<file path="src/rtl/pwm_pkg.sv">
// Shared definitions for the multi-channel PWM generator: counting modes,
// counter direction and the default counter width.
package pwm_pkg;

    localparam int PWM_CNT_W_DEFAULT = 8;

    typedef enum logic {
        PWM_EDGE   = 1'b0,
        PWM_CENTER = 1'b1
    } pwm_mode_e;

    typedef enum logic {
        DIR_UP   = 1'b0,
        DIR_DOWN = 1'b1
    } pwm_dir_e;

endpackage

</file>
<file path="src/rtl/pwm_chan_cmp.sv">
// One PWM compare channel: shadowed duty/polarity, compare against the next
// counter value and a registered, polarity-corrected output.
module pwm_chan_cmp
    import pwm_pkg::*;
#(
    parameter int CNT_W = PWM_CNT_W_DEFAULT
) (
    input  logic             clk,
    input  logic             rst,
    input  logic             load_i,
    input  logic             cmp_en_i,
    input  logic [CNT_W-1:0] cnt_next_i,
    input  logic [CNT_W-1:0] duty_i,
    input  logic             pol_i,
    output logic             pwm_o
);

    logic [CNT_W-1:0] act_duty_q;
    logic [CNT_W-1:0] eff_duty;
    logic             act_pol_q;
    logic             eff_pol;
    logic             pwm_d;
    logic             pwm_q;

    // Values being loaded this cycle already govern the cnt==0 output.
    always_comb begin
        eff_duty = load_i ? duty_i : act_duty_q;
        eff_pol  = load_i ? pol_i  : act_pol_q;
        pwm_d    = (cmp_en_i && (cnt_next_i < eff_duty)) ^ eff_pol;
    end

    always_ff @(posedge clk or posedge rst) begin
        if (rst) begin
            act_duty_q <= '0;
            act_pol_q  <= 1'b0;
            pwm_q      <= 1'b0;
        end else begin
            act_duty_q <= eff_duty;
            act_pol_q  <= eff_pol;
            pwm_q      <= pwm_d;
        end
    end

    assign pwm_o = pwm_q;

endmodule

</file>
<file path="src/rtl/pwm_multi_gen.sv">
// Multi-channel PWM generator: shared edge/center-aligned period counter,
// glitch-free shadow transfer at period boundaries, NUM_CH compare channels.
module pwm_multi_gen
    import pwm_pkg::*;
#(
    parameter int CNT_W  = PWM_CNT_W_DEFAULT,
    parameter int NUM_CH = 4
) (
    input  logic                    clk,
    input  logic                    rst,
    input  logic                    en,
    input  logic                    center_mode,
    input  logic [CNT_W-1:0]        period,
    input  logic [NUM_CH*CNT_W-1:0] duty,
    input  logic [NUM_CH-1:0]       polarity,
    input  logic                    load_req,
    output logic                    load_ack,
    output logic                    period_end,
    output logic [NUM_CH-1:0]       pwm_out
);

    logic [CNT_W-1:0] cnt_q, cnt_d;
    logic [CNT_W:0]   cnt_inc;
    pwm_dir_e         dir_q, dir_d;
    logic [CNT_W-1:0] act_period_q, eff_period;
    pwm_mode_e        act_mode_q, eff_mode;
    logic             pending_q, pending_d;
    logic             load_ack_q, period_end_q;
    logic             boundary, load_now, load_en, cmp_en;

    // NOTE: every always_comb output gets a default first so no path infers a latch.
    always_comb begin
        cnt_inc = {1'b0, cnt_q} + (CNT_W+1)'(1);
        cnt_d   = '0;
        dir_d   = dir_q;
        if (act_period_q == '0) begin
            dir_d = DIR_UP;
        end else if (act_mode_q == PWM_EDGE) begin
            cnt_d = (cnt_inc >= {1'b0, act_period_q}) ? '0 : cnt_inc[CNT_W-1:0];
            dir_d = DIR_UP;
        end else if (dir_q == DIR_UP) begin
            // Clamp at the top of the triangle and turn around.
            if (cnt_inc >= {1'b0, act_period_q}) begin
                cnt_d = act_period_q;
                dir_d = DIR_DOWN;
            end else begin
                cnt_d = cnt_inc[CNT_W-1:0];
            end
        end else if (cnt_q <= CNT_W'(1)) begin
            dir_d = DIR_UP;
        end else begin
            cnt_d = cnt_q - CNT_W'(1);
        end
        if (!en) begin
            cnt_d = '0;
            dir_d = DIR_UP;
        end

        // Edge mode with period 1 sits at 0 yet wraps every cycle.
        boundary = en && (cnt_d == '0) &&
                   ((cnt_q != '0) || (act_mode_q == PWM_EDGE && act_period_q == CNT_W'(1)));
        load_now = boundary && (pending_q || load_req);
        load_en  = !en || load_now;
        if (load_now) begin
            dir_d = DIR_UP;
        end

        eff_period = load_en ? period : act_period_q;
        eff_mode   = load_en ? pwm_mode_e'(center_mode) : act_mode_q;
        cmp_en     = en && (eff_period != '0);

        pending_d = pending_q;
        if (!en || load_now) begin
            pending_d = 1'b0;
        end else if (load_req) begin
            pending_d = 1'b1;
        end
    end

    always_ff @(posedge clk or posedge rst) begin
        if (rst) begin
            cnt_q        <= '0;
            dir_q        <= DIR_UP;
            act_period_q <= '0;
            act_mode_q   <= PWM_EDGE;
            pending_q    <= 1'b0;
            load_ack_q   <= 1'b0;
            period_end_q <= 1'b0;
        end else begin
            cnt_q        <= cnt_d;
            dir_q        <= dir_d;
            act_period_q <= eff_period;
            act_mode_q   <= eff_mode;
            pending_q    <= pending_d;
            load_ack_q   <= load_now;
            period_end_q <= boundary;
        end
    end

    for (genvar i = 0; i < NUM_CH; i++) begin : g_chan
        pwm_chan_cmp #(
            .CNT_W(CNT_W)
        ) u_chan (
            .clk       (clk),
            .rst       (rst),
            .load_i    (load_en),
            .cmp_en_i  (cmp_en),
            .cnt_next_i(cnt_d),
            .duty_i    (duty[i*CNT_W +: CNT_W]),
            .pol_i     (polarity[i]),
            .pwm_o     (pwm_out[i])
        );
    end

    assign load_ack   = load_ack_q;
    assign period_end = period_end_q;

endmodule

</file>
<file path="config.mk">
export PLATFORM = sky130hd
export DESIGN_NAME = pwm_multi_gen
export DESIGN_NICKNAME = d
export VERILOG_FILES = /design/src/rtl/pwm_pkg.sv /design/src/rtl/pwm_chan_cmp.sv /design/src/rtl/pwm_multi_gen.sv
export SDC_FILE = /design/constraint.sdc
export NUM_CORES = 1
export LEC_CHECK = 0
export CORE_ASPECT_RATIO = 2
export CORE_MARGIN = 2
export CORE_UTILIZATION = 60
export CTS_CLUSTER_DIAMETER = 50
export DETAILED_ROUTE_END_ITERATION = 10
export GPL_TIMING_DRIVEN = 0
export PLACE_DENSITY = 0.87
export SYNTH_ARGS = -nofsm -noshare
export SYNTH_HDL_FRONTEND = slang
export SYNTH_SLANG_ARGS = --single-unit
export TNS_END_PERCENT = 50
</file>
<file path="constraint.sdc">
create_clock -name clk -period 14.1 [get_ports clk]
set_input_delay 1.41 -clock clk [delete_from_list [all_inputs] [get_ports clk]]
set_output_delay 1.41 -clock clk [all_outputs]
set_load 0.05 [all_outputs]
</file>
==> impl_results.md <==
- Total power: 0.00105 W
- Nets: 537
- Commonest non-fill, non-tap cell in the layout: dfrtp_1
- Sink Count: 61
- EDFF count, synth: 0
- Ratio of final minimum period to clock period: 44.5%
- Largest area contributor in the netlist: dfrtp_1
- Worst min path class: flip-flop to flip-flop
- # DRC: 0
- Worst-path clk slew: 50 ps
- Worst skew pair latency: 330 ps
- Max Slew Vio Count: 0
- Worst Path Arrival: 6480 ps
- Post-synthesis cell count: 382
- Starting Density: 62.1%
- Antenna violations before repair: 0
- Mean post-synth cell area: 10.3 um2
- Count of state elements after synthesis: 61
- Chip Width: 61.1 um
- Initial DRC Count: 209
- Chip Height: 118 um
- Warnings, synthesis: 0
- Asr flop ratio synth: 100%
- Max Fclk: 0.159 GHz
- CP Class: flip-flop to flip-flop
- I/O pin count: 55
- Clk_skew: 11.3 ps
- Hold buffers post-CTS: 0
- Internal: 0.000606 W
- CTS tree: done
- Ant diodes: 0
- Synthesized area: 0.00392 mm2
- PD cells: 215 mW/mm2
- Netlist cell types: 52
- Gate power share: 53.6%
- Root buf cell: clkbuf_16
- Switching share of power: 42.2%
- Setup_tns: 0 ps
- Syn_nets: 471
- Grt ovf: 0
- Status: complete, no violations
- CORE AREA: 0.00631 mm2
- Crit. End Element: flip-flop
- Post-route antenna net violation count: 0
- Worst Path Max Fanout: 10
- Routed vias/inst: 6.03
- CP startpoint kind: flip-flop
- CTS resizes: 0
- Final Wtd Congestion: 1.01
- VDD IR max: 0.000156 V
- Total GRT Usage: 34.5%
- Slew headroom: 29.4%
- Sequential share of power: 25.6%
- Top cells by area, synth: dfrtp_1, ha_1, mux2i_1, inv_1, o21ai_0
- Total routed wirelength: 11.1 mm
- DR WL/cell: 20.7 um
- Clock buffer depth: 2
- DR vias: 3251
- Die ar.: 0.00723 mm2
- LEAKAGE: 2.48 nW
- Final Hold Viols: 0
- Port bufs: 54
- RSZ-0062 raised after global routing: false
- Clock power frac: 20.9%
- Htree depth: 3
- Largest net degree at the start of global routing: 45
- Global-route wire length before repair: 17.8 mm
- Worst Max-Slew Pin Slew: 1050 ps
- Tmin final: 6280 ps
- Switching pwr: 0.000443 W
- Seq/Total Area, Yosys: 39.0%
- Primary FF master, synth: dfrtp_1
- Rows: 41
- Req. time, crit path: 14300 ps
- Most frequent cells in the layout: dfrtp_1, clkdlybuf4s50_1, inv_1
- Max cap viols: 0
- Pre-Repair DR Iteration Count: 4
- Share of the synthesized area in the top cell type: 39.0%
- Detailed placer's ending HPWL: 8.25 mm
- Layout cells sized above 1: 9.93%
- Area growth syn-to-layout: 24.6%
- Setup Buffers After CTS: 0
- Cts bufs inserted: 9
- Vias in the first global route: 3476
- Setup Viol. Count Final: 0
[critical path, stage by stage, from the launching register on]
cell and delay, ps:
dfrtp_1 540, ha_1 260, nand3_1 140, nor2_1 150, xor2_1 240, ha_1 290, and3_1 200, a21oi_1 210
nand3_1 310, o2111ai_1 280, o211ai_1 390, or4_4 690, o21ai_4 410, buf_6 270, buf_12 170, mux2i_1 320
ha_1 310, a21o_1 200, a21o_1 170, a21oi_1 140, o211a_1 160, o311ai_1 140, xnor2_1 150
[stage by stage]
step	hold slack [ps]	util (%)	setup slack, ps	area (um2)	std cells
finish	496	77.3	7820	4880	539
global route	490	77.3	7540	4880	539
CTS	488	77.3	7900	4880	539
detailed placement	474	72.7	7970	4580	523
global placement	468	72.3	8000	4560	522
floorplan	452	-	9010	3920	382
[cells in the mapped netlist (2+ instances only)]
cell and n:
a211oi_1 3, a21o_1 14, a21oi_1 15, a31oi_1 2, and2_1 2, and3_1 4
buf_12 2, buf_2 2, buf_4 4, buf_6 3, clkbuf_1 5, dfrtp_1 61
ha_1 40, inv_1 47, mux2_2 6, mux2_4 4, mux2i_1 29, nand2_1 20
nand2b_1 5, nand3_1 10, nand3b_1 2, nand4_1 6, nor2_1 9, nor2b_1 2
nor3_1 5, nor4_1 8, o211a_1 4, o211ai_1 3, o21ai_0 25, o311a_1 2
o311ai_1 4, or3_1 2, or4_4 2, xnor2_1 10, xor2_1 3
[power groups by stage]
stage | logic (W) | clock network (W) | registers (W)
2_1_floorplan | 0.000397 | 0 | 0.000261
3_3_place_gp | 0.000522 | 0 | 0.000266
3_5_place_dp | 0.000540 | 0 | 0.000268
4_1_cts | 0.000554 | 0.000220 | 0.000267
5_1_grt | 0.000607 | 0.000227 | 0.000273
6_report | 0.000563 | 0.000219 | 0.000268
[layer usage]
metal / GRT usage (%) / wire length, um / vias up
met3: 6.78 / 544 / 41
li1: - / - / 1488
met2: 59.3 / 6200 / 132
met4: 21.7 / 705 / 0
met5: 0 / 0 / -
met1: 35.7 / 3700 / 1590
[state kept, by name (all words and copies together), names as in the netlist]
register                  count
g_chan.u_chan.act_pol_q       4
g_chan.u_chan.pwm_o           4
pending_q                     1
cnt_q                         8
g_chan.u_chan.act_duty_q     32
period_end                    1
act_mode_q                    1
load_ack                      1
dir_q                         1
act_period_q                  8
[path summary, 6_finish.rpt]
path	start	depth (start not counted)	end	slack, ps
max reg2reg	cnt_q[0]$_DFF_PP0_	22	g_chan[0].u_chan.pwm_o$_DFF_PP0_	7820
min	g_chan[1].u_chan.act_duty_q[7]$_DFF_PP0_	2	g_chan[1].u_chan.act_duty_q[7]$_DFF_PP0_	500
min in group asynchronous	rst	2	g_chan[2].u_chan.act_duty_q[0]$_DFF_PP0_	1400
max	cnt_q[0]$_DFF_PP0_	22	g_chan[0].u_chan.pwm_o$_DFF_PP0_	7820
max in group asynchronous	rst	3	g_chan[1].u_chan.act_duty_q[5]$_DFF_PP0_	12120
min reg2reg	g_chan[1].u_chan.act_duty_q[7]$_DFF_PP0_	2	g_chan[1].u_chan.act_duty_q[7]$_DFF_PP0_	500
[cell families (layout without fill, tap and decap cells)]
kind of cell | after synthesis | in the layout | synth area share, %
compound gates | 81 | 81 | 13.9
xor+xnor | 13 | 13 | 2.91
fa+ha+maj | 40 | 40 | 12.8
buf+inv | 64 | 135 | 8.27
flops | 61 | 61 | 39.0
mux | 39 | 39 | 10.7
simple gates | 84 | 84 | 12.5
[cell type report]
| cell class | count | area (um2) |
|---|---|---|
| Timing Repair Buffer | 55 | 561 |
| Buffer | 17 | 148 |
| Tap cell | 86 | 108 |
| Fill cell | 416 | 1430 |
| Sequential cell | 61 | 1530 |
| Clock inverter | 4 | 47.5 |
| Inverter | 47 | 176 |
| Multi-Input combinational cell | 257 | 2070 |
| Clock buffer | 12 | 246 |
Power figures use the tool's default switching activity.
